## src/rtl/scratchpad_pkg.sv

```systemverilog
// -----------------------------------------------------------------------------
// scratchpad_pkg
// Shared definitions for the banked index-register scratchpad:
//   - state_t   : access-sequencer states (IDLE, PRE, RD, MOD, WB)
//   - op_t      : request operation codes carried on req_op
//   - clog2_min1: address-width helper that never returns 0
// -----------------------------------------------------------------------------
package scratchpad_pkg;

    typedef enum logic [2:0] {
        ST_IDLE,
        ST_PRE,
        ST_RD,
        ST_MOD,
        ST_WB
    } state_t;

    // Bit 0 set means the operation writes; bit 1 set means it covers a whole pair.
    typedef enum logic [1:0] {
        OP_RD_REG  = 2'b00,
        OP_WR_REG  = 2'b01,
        OP_RD_PAIR = 2'b10,
        OP_WR_PAIR = 2'b11
    } op_t;

    // Width of a select field for n choices; a single choice still needs one bit.
    function automatic int clog2_min1(input int n);
        return (n <= 1) ? 1 : $clog2(n);
    endfunction

endpackage

```

## src/rtl/scratchpad_banked_if.sv

```systemverilog
// -----------------------------------------------------------------------------
// scratchpad_banked_if
// Request/response bus of the banked scratchpad.
//   req_valid/req_ready : single-cycle handshake, accepted when both high
//   req_op/bank/idx/wdata: request payload (see scratchpad_pkg::op_t)
//   rsp_valid           : one-cycle read-data pulse, no backpressure
//   rsp_data            : read data, held between pulses
// Modports: master (CPU core side), slave (scratchpad side).
// -----------------------------------------------------------------------------
interface scratchpad_banked_if #(
    parameter int DW = 4,
    parameter int IW = 4,
    parameter int BW = 1
);
    logic              req_valid;
    logic              req_ready;
    logic [1:0]        req_op;
    logic [BW-1:0]     req_bank;
    logic [IW-1:0]     req_idx;
    logic [2*DW-1:0]   req_wdata;
    logic              rsp_valid;
    logic [2*DW-1:0]   rsp_data;

    modport master (
        output req_valid, req_op, req_bank, req_idx, req_wdata,
        input  req_ready, rsp_valid, rsp_data
    );

    modport slave (
        input  req_valid, req_op, req_bank, req_idx, req_wdata,
        output req_ready, rsp_valid, rsp_data
    );
endinterface

```

## src/rtl/scratchpad_rfsh.sv

```systemverilog
// -----------------------------------------------------------------------------
// scratchpad_rfsh
// Refresh scheduler: a free-running timer that raises a refresh request every
// RFSH_PERIOD cycles, plus the pointer to the next row to refresh.
//   i_sysclk, i_poc   : clock, asynchronous active-high clear
//   i_rfsh_take       : sequencer has started the pending refresh
//   i_rfsh_done       : refresh write-back finished, advance the row pointer
//   o_rfsh_pending    : a refresh is waiting for the sequencer
//   o_rfsh_row        : row the next refresh targets
// -----------------------------------------------------------------------------
module scratchpad_rfsh
    import scratchpad_pkg::*;
#(
    parameter int RFSH_PERIOD = 64,
    parameter int ROWS        = 16,
    parameter int RW          = 4
) (
    input  logic          i_sysclk,
    input  logic          i_poc,
    input  logic          i_rfsh_take,
    input  logic          i_rfsh_done,
    output logic          o_rfsh_pending,
    output logic [RW-1:0] o_rfsh_row
);
    localparam int TW = clog2_min1(RFSH_PERIOD);

    logic [TW-1:0] r_timer;
    logic          r_pending;
    logic [RW-1:0] r_row;

    always_ff @(posedge i_sysclk or posedge i_poc) begin
        if (i_poc) begin
            r_timer   <= '0;
            r_pending <= 1'b0;
            r_row     <= '0;
        end else begin
            // A wrap sets the request even if the previous one is taken on
            // the same edge, so no refresh slot is ever lost.
            if (r_timer == TW'(RFSH_PERIOD - 1)) begin
                r_timer   <= '0;
                r_pending <= 1'b1;
            end else begin
                r_timer <= r_timer + TW'(1);
                if (i_rfsh_take) r_pending <= 1'b0;
            end

            if (i_rfsh_done)
                r_row <= (r_row == RW'(ROWS - 1)) ? '0 : r_row + RW'(1);
        end
    end

    assign o_rfsh_pending = r_pending;
    assign o_rfsh_row     = r_row;
endmodule

```

## src/rtl/scratchpad_banked.sv

```systemverilog
// -----------------------------------------------------------------------------
// scratchpad_banked
// Multi-bank index-register scratchpad modelled as a row-buffered array.
// Every access (and every autonomous refresh) runs PRE -> RD -> MOD -> WB
// through a single row buffer, giving one access per 5 cycles.
//   i_sysclk    : sole clock
//   i_poc       : power-on clear, asynchronous active-high; aborts any sequence
//   bus         : scratchpad_banked_if slave (request handshake + response)
//   o_rfsh_busy : high from PRE through WB of a refresh sequence
// Out-of-range banks are sequenced normally but never written and read as 0.
// -----------------------------------------------------------------------------
module scratchpad_banked
    import scratchpad_pkg::*;
#(
    parameter int DW          = 4,
    parameter int PAIRS       = 8,
    parameter int BANKS       = 2,
    parameter int RFSH_PERIOD = 64,
    parameter int BW          = clog2_min1(BANKS)
) (
    input  logic                i_sysclk,
    input  logic                i_poc,
    scratchpad_banked_if.slave  bus,
    output logic                o_rfsh_busy
);
    localparam int IW   = $clog2(2 * PAIRS);
    localparam int RW   = $clog2(BANKS * PAIRS);
    localparam int ROWS = BANKS * PAIRS;

    state_t          r_state, w_state_nxt;
    op_t             r_op;
    logic [RW-1:0]   r_row;
    logic            r_half;
    logic            r_bad;
    logic            r_is_rfsh;
    logic [2*DW-1:0] r_wdata;
    logic [2*DW-1:0] r_rbuf;
    logic            r_rsp_valid;
    logic [2*DW-1:0] r_rsp_data;
    logic [2*DW-1:0] r_mem [ROWS];

    logic            w_accept;
    logic            w_rfsh_take;
    logic            w_rfsh_done;
    logic            w_rfsh_pending;
    logic [RW-1:0]   w_rfsh_row;
    logic [RW-1:0]   w_req_row;
    logic            w_req_bad;

    // Row = bank * PAIRS + idx row; computed wide, then truncated so a bad
    // bank cannot widen the pointer (its access is masked by r_bad anyway).
    assign w_req_row = RW'(int'(bus.req_bank) * PAIRS + int'(bus.req_idx[IW-1:1]));
    assign w_req_bad = int'(bus.req_bank) >= BANKS;

    scratchpad_rfsh #(
        .RFSH_PERIOD (RFSH_PERIOD),
        .ROWS        (ROWS),
        .RW          (RW)
    ) u_rfsh (
        .i_sysclk       (i_sysclk),
        .i_poc          (i_poc),
        .i_rfsh_take    (w_rfsh_take),
        .i_rfsh_done    (w_rfsh_done),
        .o_rfsh_pending (w_rfsh_pending),
        .o_rfsh_row     (w_rfsh_row)
    );

    // NOTE: state registers use non-blocking assignments so every flop samples
    // pre-edge values regardless of process evaluation order.
    always_ff @(posedge i_sysclk or posedge i_poc) begin
        if (i_poc) r_state <= ST_IDLE;
        else       r_state <= w_state_nxt;
    end

    // NOTE: every output of this block is given a default first so no path
    // leaves one unassigned, which would infer a latch.
    always_comb begin
        w_state_nxt = r_state;
        w_rfsh_take = 1'b0;
        w_accept    = 1'b0;
        case (r_state)
            ST_IDLE: begin
                if (w_rfsh_pending) begin
                    w_rfsh_take = 1'b1;
                    w_state_nxt = ST_PRE;
                end else if (bus.req_valid) begin
                    w_accept    = 1'b1;
                    w_state_nxt = ST_PRE;
                end
            end
            ST_PRE:  w_state_nxt = ST_RD;
            ST_RD:   w_state_nxt = ST_MOD;
            ST_MOD:  w_state_nxt = ST_WB;
            ST_WB:   w_state_nxt = ST_IDLE;
            default: w_state_nxt = ST_IDLE;
        endcase
    end

    assign bus.req_ready = (r_state == ST_IDLE) && !w_rfsh_pending;
    assign w_rfsh_done   = (r_state == ST_WB) && r_is_rfsh;
    assign o_rfsh_busy   = (r_state != ST_IDLE) && r_is_rfsh;
    assign bus.rsp_valid = r_rsp_valid;
    assign bus.rsp_data  = r_rsp_data;

    // Sequencer datapath: latch the request, then walk the row buffer.
    always_ff @(posedge i_sysclk or posedge i_poc) begin
        if (i_poc) begin
            r_op        <= OP_RD_REG;
            r_row       <= '0;
            r_half      <= 1'b0;
            r_bad       <= 1'b0;
            r_is_rfsh   <= 1'b0;
            r_wdata     <= '0;
            r_rbuf      <= '0;
            r_rsp_valid <= 1'b0;
            r_rsp_data  <= '0;
        end else begin
            r_rsp_valid <= 1'b0;
            case (r_state)
                ST_IDLE: begin
                    if (w_rfsh_take) begin
                        // A refresh is a read-pair with the response suppressed.
                        r_op      <= OP_RD_PAIR;
                        r_row     <= w_rfsh_row;
                        r_bad     <= 1'b0;
                        r_is_rfsh <= 1'b1;
                    end else if (w_accept) begin
                        r_op      <= op_t'(bus.req_op);
                        r_row     <= w_req_row;
                        r_half    <= bus.req_idx[0];
                        r_wdata   <= bus.req_wdata;
                        r_bad     <= w_req_bad;
                        r_is_rfsh <= 1'b0;
                    end
                end
                ST_PRE: r_rbuf <= '0;
                ST_RD:  r_rbuf <= r_bad ? '0 : r_mem[r_row];
                ST_MOD: begin
                    case (r_op)
                        OP_WR_REG: begin
                            if (r_half) r_rbuf[2*DW-1:DW] <= r_wdata[DW-1:0];
                            else        r_rbuf[DW-1:0]    <= r_wdata[DW-1:0];
                        end
                        OP_WR_PAIR: r_rbuf <= r_wdata;
                        default: ;
                    endcase
                end
                ST_WB: begin
                    if (!r_is_rfsh && (r_op == OP_RD_REG || r_op == OP_RD_PAIR)) begin
                        r_rsp_valid <= 1'b1;
                        if (r_op == OP_RD_PAIR)
                            r_rsp_data <= r_rbuf;
                        else
                            r_rsp_data <= {{DW{1'b0}}, (r_half ? r_rbuf[2*DW-1:DW] : r_rbuf[DW-1:0])};
                    end
                end
                default: ;
            endcase
        end
    end

    // NOTE: the array is ordinary flops because power-on clear must zero
    // every row asynchronously; a resettable memory cannot map to RAM.
    always_ff @(posedge i_sysclk or posedge i_poc) begin
        if (i_poc) begin
            for (int i = 0; i < ROWS; i++) r_mem[i] <= '0;
        end else if (r_state == ST_WB && !r_bad) begin
            r_mem[r_row] <= r_rbuf;
        end
    end
endmodule

```

## src/flat_wrapper.sv

```systemverilog
// flat-port wrapper written by rule: the top's interface ports become plain ports
module scratchpad_banked_flat import scratchpad_pkg::*;
#(
    parameter int DW          = 4,
    parameter int PAIRS       = 8,
    parameter int BANKS       = 2,
    parameter int RFSH_PERIOD = 64,
    parameter int BW          = clog2_min1(BANKS)
)
  (i_sysclk, i_poc, o_rfsh_busy, bus_req_valid, bus_req_op, bus_req_bank, bus_req_idx, bus_req_wdata, bus_req_ready, bus_rsp_valid, bus_rsp_data);
  scratchpad_banked_if #(.DW(DW), .IW((4)), .BW(BW)) bus_i ();
  input  logic i_sysclk;
  input  logic i_poc;
  output logic o_rfsh_busy;
  input wire logic [$bits(bus_i.req_valid)-1:0] bus_req_valid;
  input wire logic [$bits(bus_i.req_op)-1:0] bus_req_op;
  input wire logic [$bits(bus_i.req_bank)-1:0] bus_req_bank;
  input wire logic [$bits(bus_i.req_idx)-1:0] bus_req_idx;
  input wire logic [$bits(bus_i.req_wdata)-1:0] bus_req_wdata;
  output wire logic [$bits(bus_i.req_ready)-1:0] bus_req_ready;
  output wire logic [$bits(bus_i.rsp_valid)-1:0] bus_rsp_valid;
  output wire logic [$bits(bus_i.rsp_data)-1:0] bus_rsp_data;
  assign bus_i.req_valid = bus_req_valid;
  assign bus_i.req_op = bus_req_op;
  assign bus_i.req_bank = bus_req_bank;
  assign bus_i.req_idx = bus_req_idx;
  assign bus_i.req_wdata = bus_req_wdata;
  assign bus_req_ready = bus_i.req_ready;
  assign bus_rsp_valid = bus_i.rsp_valid;
  assign bus_rsp_data = bus_i.rsp_data;
  scratchpad_banked #(.DW(DW), .PAIRS(PAIRS), .BANKS(BANKS), .RFSH_PERIOD(RFSH_PERIOD), .BW(BW)) u_core (.i_sysclk(i_sysclk), .i_poc(i_poc), .bus(bus_i), .o_rfsh_busy(o_rfsh_busy));
endmodule
```

## config.mk

```make
export PLATFORM = sky130hd
export DESIGN_NAME = scratchpad_banked_flat
export DESIGN_NICKNAME = d
export VERILOG_FILES = /design/src/rtl/scratchpad_pkg.sv /design/src/rtl/scratchpad_banked_if.sv /design/src/rtl/scratchpad_rfsh.sv /design/src/rtl/scratchpad_banked.sv /design/src/flat_wrapper.sv
export SDC_FILE = /design/constraint.sdc
export NUM_CORES = 1
export LEC_CHECK = 0
export BUFFER_PORTS_ARGS = -buffer_cell sky130_fd_sc_hd__buf_2
export CAP_MARGIN = 30
export CORE_UTILIZATION = 55
export CTS_CLUSTER_SIZE = 8
export DETAILED_ROUTE_END_ITERATION = 10
export GPL_TIMING_DRIVEN = 0
export PLACE_DENSITY = 0.73
export SLEW_MARGIN = 15
export SYNTH_ARGS = -nofsm -noshare
export SYNTH_HDL_FRONTEND = slang
export SYNTH_SLANG_ARGS = --single-unit
```

## constraint.sdc

```tcl
create_clock -name i_sysclk -period 5.2 [get_ports i_sysclk]
set_input_delay 0.52 -clock i_sysclk [delete_from_list [all_inputs] [get_ports i_sysclk]]
set_output_delay 0.52 -clock i_sysclk [all_outputs]
set_load 0.01 [all_outputs]
```

# Word level (Yosys, flattened, before mapping)
# Cells that the tools add are included.
# Widths: inputs -> output; s select.
# word_totals
ff_bits,176
output_inout_bits,11
elab_cells,105
# op_classes
n_addsub,3
magnitude_cmp,2
n_eq_ne,13
n_mux,34
n_bitwise,2
n_reduce_logical,21
# ops
cell,n
$bwmux 128,1
$mux 8,5
$bmux 8 s4,1
$demux 8 s4,1
$mux 4,6
$pmux 8 s3,1
$pmux 8 s2,1
$mux 1,12
$pmux 3 s4,1
$reduce_and 3->1,3
$add 6x1->6 const B,1
$eq 3x2->1 const B,2
$eq 6x6->1 const B,1
$logic_and 1x1->1,6
$mux 3,2
$mux 6,1
$ne 3x2->1 const B,2
$ne 3x3->1 const B,2
$reduce_bool 3->1,2
$ge 5x5->1 const B,1
$lt 5x1->1 const B,1
$not 4->5,1
$add 4x1->4 const B,1
$add 4x3->4,1
13 further kinds,19

# Logic depth before layout (Yosys ltp)
# logic_depth
word_depth,6
mapped_depth,8
ltp_nobuf,4

# Hierarchy
# A second synthesis with hierarchy kept.
# unflattened
cells_unflattened,582
area_unflattened_um2,8002.7
# modules_own_cells
mod,n_inst,cells_each,area_per_inst_um2
scratchpad_banked,1,542,7534.7
scratchpad_rfsh,1,40,467.9

# Worst setup path before layout
# No wires, ideal clock.
# synth_timing
path_kind,register to register
start,register u_core.r_state[2]
end,register u_core.r_mem[120] (netlist bit)
setup_time_ns,0.125
arrival_ns,1.931
setup_slack_ns,3.144
path_stages_with_launch,7
cell_sequence,dfrtp_1 buf_4 or3b_4 or3_1 buf_4 nor3_4 mux2_2
# synth_via
elab_chain_len,2
# synth_rtl
item,line,source
"start, declared",scratchpad_banked.sv:30,"state_t r_state, w_state_nxt;"
"start signal, assigned",scratchpad_banked.sv:72,else r_state <= w_state_nxt;
$eq 3x3->1,scratchpad_banked.sv:167,end else if (r_state == ST_WB && !r_bad) begin
$logic_and 1x1->1,scratchpad_banked.sv:167,
"end signal, assigned by index",scratchpad_banked.sv:168,r_mem[r_row] <= r_rbuf;
"end, declared",scratchpad_banked.sv:40,logic [2*DW-1:0] r_mem [ROWS];
# Every way passes these cells.
# A chain may end at the register's enable or synchronous reset.

# Worst setup path in the final report
# layout_timing
start,register u_core.r_row[0]
end,register u_core.r_mem[37] (netlist bit)
# layout_via
elab_chain_len,6
word_cells_on_any_way,7
classes_between,order compare (2); mux (3); bitwise (1); reduce/logical (1)
# layout_rtl
item,line,source
"start, declared",scratchpad_banked.sv:32,logic [RW-1:0] r_row;
"start signal, assigned",scratchpad_banked.sv:124,r_row <= w_rfsh_row;
"start signal, assigned",scratchpad_banked.sv:129,r_row <= w_req_row;
$not 4->5 (not written as such) (*),scratchpad_banked.sv:168,
$ge 5x5->1 (not written as such) / $lt 5x1->1 (equally long branches),scratchpad_banked.sv:168,
$logic_and 1x1->1 (not written as such),scratchpad_banked.sv:168,
$mux 8 (not written as such),scratchpad_banked.sv:168,
$demux 8 s4 (*),scratchpad_banked.sv:168,
$bwmux 128 (*),scratchpad_banked.sv:168,
# Mark *: on every way between the ends. The rest lies on a longest branch, timed or not.

==> results.py <==
metrics = {
    "logic_synthesis": {
        "synth_fp_nets": 601,
        "ys_ff_latch": 175,
        "synth-seq-area-share": 0.548,
        "yosysUniqueCellTypes": 47,
        "syn-mean-instance-area_sq_um": 13.8,
        "async_reset_ff_frac": 1.00,
        "synthCells": 581,
        "netlist.area_leader.share": 0.548,
        "synth_ff_type": "dfrtp_1",
        "synth_edf_count": 0,
        "ys_warn_count": 0,
        "synth_area_leaders": "dfrtp_1 55%, mux2_2 20%, mux4_2 6.8%",
        "syn-cell-area_sq_um": 7990,
        "synth_largest_area_cell": "dfrtp_1",
    },
    "floorplanning": {
        "die_x_microns": 123,
        "io_pins": 29,
        "die_h_microns": 123,
        "rows": 43,
        "dieArea_sq_um": 15000,
        "core_sq_um": 14000,
        "start_util": 0.569,
    },
    "final_layout": {
        "layout.nets": 652,
        "mostFrequentLayoutCell": "dfrtp_1",
        "drive_gt1_frac": 0.384,
        "fill_cells": 1038,
        "final_cells": 825,
        "area_growth_pct": 13.6,
        "mostFrequentLayoutCells": "175 x dfrtp_1, 140 x mux2_2, 39 x nand2_1, 35 x buf_2, 25 x o21ai_0",
        "antennaDiodeCount": 0,
        "regArea_sq_um": 4380,
        "fin_util": 0.646,
        "multi_input_area_sq_um": 3450,
    },
    "clock_tree": {
        "ctsLongestPathBuffers": 2,
        "ctsHtreeMaxLevel": 4,
        "clockRootBuffer": "clkbuf_16",
        "ctsHoldBuffers": 0,
        "cts_sinks": 175,
        "clk_latency_ns": 0.43,
        "numCtsBuffers": 17,
        "post_cts_buffers": 0,
        "cts_tree": "yes",
        "clkTransAtPathRegs_ns": 0.07,
        "cts_resized": 0,
    },
    "place": {
        "dpl.hpwl_microns": 12800,
        "io_buffers": 27,
        "gp_congestion": 0.986,
        "placedCellCount": 793,
    },
    "timing": {
        "fmax_ghz": 0.373,
        "fin_setup_tns_ns": 0,
        "drv_slew": 0,
        "setup_viol_count_final": 0,
        "hold_viol": 0,
        "tightest_slew_ns": 0.902,
        "max-slew-margin-rel": 0.392,
        "rsz0062_at_grt": "no",
        "min_period_ns": 2.68,
        "period_share": 0.515,
        "fin_skew_ns": 0.00669,
    },
    "drt": {
        "top_layer_used": "met4",
        "wl_met3_microns": 916,
        "drc": 0,
        "vias_per_cell": 6.09,
        "postRouteAntennaNets": 0,
        "wirelength_microns": 18200,
        "drt_iter0_drc": 341,
        "first_pass_iters": 4,
        "met1Wirelength_microns": 8110,
        "num_vias": 5028,
        "route.met2.wl_microns": 8840,
        "detail_route.wl_per_cell_microns": 22.1,
    },
    "critical_path": {
        "required_ns": 5.51,
        "startpoint_type": "flop",
        "worstSetupPathType": "flop to flop",
        "rr_startpoint": "u_core.r_row[0]",
        "path_max_fanout": 10,
        "worst_setup_path_end_kind": "flop",
        "r2r_setup_slack_ns": 2.52,
        "worst-r2r-cell-count": 6,
        "arrival_ns": 2.99,
        "r2r-end": "u_core.r_mem[37]",
    },
    "outcome": {
        "status": "finished clean",
    },
    "grt": {
        "grt_overflow": 0,
        "first_global_vias": 5201,
        "grt_max_degree": 38,
        "grtUsageTotal": 0.268,
        "antenna_found_initial": 0,
        "grt_first_pass_wirelength_microns": 28900,
    },
    "hold_path": {
        "hold_path.class": "input pin to asynchronous set/reset pin",
    },
    "power_and_ir_drop": {
        "total_power_mw": 4.60,
        "p_per_area_nw_per_um2": 507,
        "p_leak_nw": 4.28,
        "irDropWorstVdd_mv": 0.368,
    },
    "run": {
        "max_cap_viol_count": 0,
    },
}
-- area by class of cell --
cell class,count,share of cell area
multi-input combinational,369,0.380
inverter,3,0.00165
timing repair buffer,32,0.0267
sequential,175,0.482
tap,180,0.0248
buffer,34,0.0164
clock buffer,21,0.0496
clock inverter,11,0.0181
-- per-stage QoR --
step / cell area [sq um] / hold slack (ns) / setup slack (ns)
4_1_cts: 9080 / 0.207 / 2.51
5_1_grt: 9080 / 0.239 / 2.35
3_3_place_gp: 8350 / 0.462 / 1.58
2_1_floorplan: 7990 / 0.445 / 2.44
6_report: 9080 / 0.192 / 2.52
3_5_place_dp: 8460 / 0.467 / 2.55
-- cell usage after synthesis, types with 4 or more instances --
cell	count
mux2i_1	20
nor2b_1	11
a22oi_1	9
a21oi_1	7
mux2_2	140
dfrtp_1	175
mux4_2	24
buf_2	8
nand2b_1	4
or3_1	4
nand3_1	11
o21ai_0	25
and2_1	4
clkbuf_1	21
nand2_1	39
nor2_1	10
a22o_1	9
o211ai_1	4
and3b_1	4
a31oi_1	4
-- registers in the layout, summed over array words and instances, names as in the netlist, 2 cells and up --
name / flops
u_core.r_wdata: 8
u_core.r_mem: 128
u_core.u_rfsh.o_rfsh_row: 4
u_core.r_row: 4
u_core.u_rfsh.r_timer: 6
u_core.r_op: 2
u_core.r_rbuf: 8
u_core.r_state: 3
u_core.bus.rsp_data: 8
-- how the worst max path moves through the flow --
stage	endpoint	cells past startpoint	slack (ns)	start
3_5_place_dp	u_core.r_mem[37]	6	2.55	u_core.r_row[0]
3_3_place_gp	u_core.bus.rsp_data[2]	2	1.58	i_poc
4_1_cts	u_core.r_mem[37]	6	2.51	u_core.r_row[0]
6_report	u_core.r_mem[37]	6	2.52	u_core.r_row[0]
5_1_grt	u_core.r_mem[37]	6	2.35	u_core.r_row[0]
2_1_floorplan	u_core.bus.rsp_data[0]	1	2.44	i_poc
-- worst max-delay path: stages (launching register included) --
cell and delay (ns):
dfrtp_1 0.33, buf_2 0.21, buf_4 0.28, buf_2 0.38
buf_2 0.41, nand3_1 0.48, mux2_2 0.46
-- report_power, final --
part / total [mW] / internal [mW] / switching (mW) / leakage, nW
registers: 1.86 / 1.65 / 0.215 / 2.38
logic: 1.41 / 0.591 / 0.816 / 1.61
clock network: 1.33 / 0.814 / 0.520 / 0.297
total: 4.60 / 3.05 / 1.55 / 4.28
-- routing by layer --
metal / GRT usage / up-vias
met5: 0 / -
met4: 0.0816 / 0
met3: 0.0590 / 17
met2: 0.426 / 125
met1: 0.371 / 2644
li1: - / 2242
-- kinds of logic (layout without fill, tap and decap cells) --
family | after synthesis | after routing | synth area share
buffers and inverters | 37 | 101 | 0.0200
flip-flops | 175 | 175 | 0.548
multiplexers | 187 | 187 | 0.294
XOR/XNOR | 5 | 5 | 0.00548
AO/OA/AOI/OAI | 71 | 71 | 0.0587
AND/OR/NAND/NOR | 104 | 104 | 0.0703
adder cells (fa/ha/maj) | 2 | 2 | 0.00313
No activity file was read; power rests on OpenSTA's default activity.
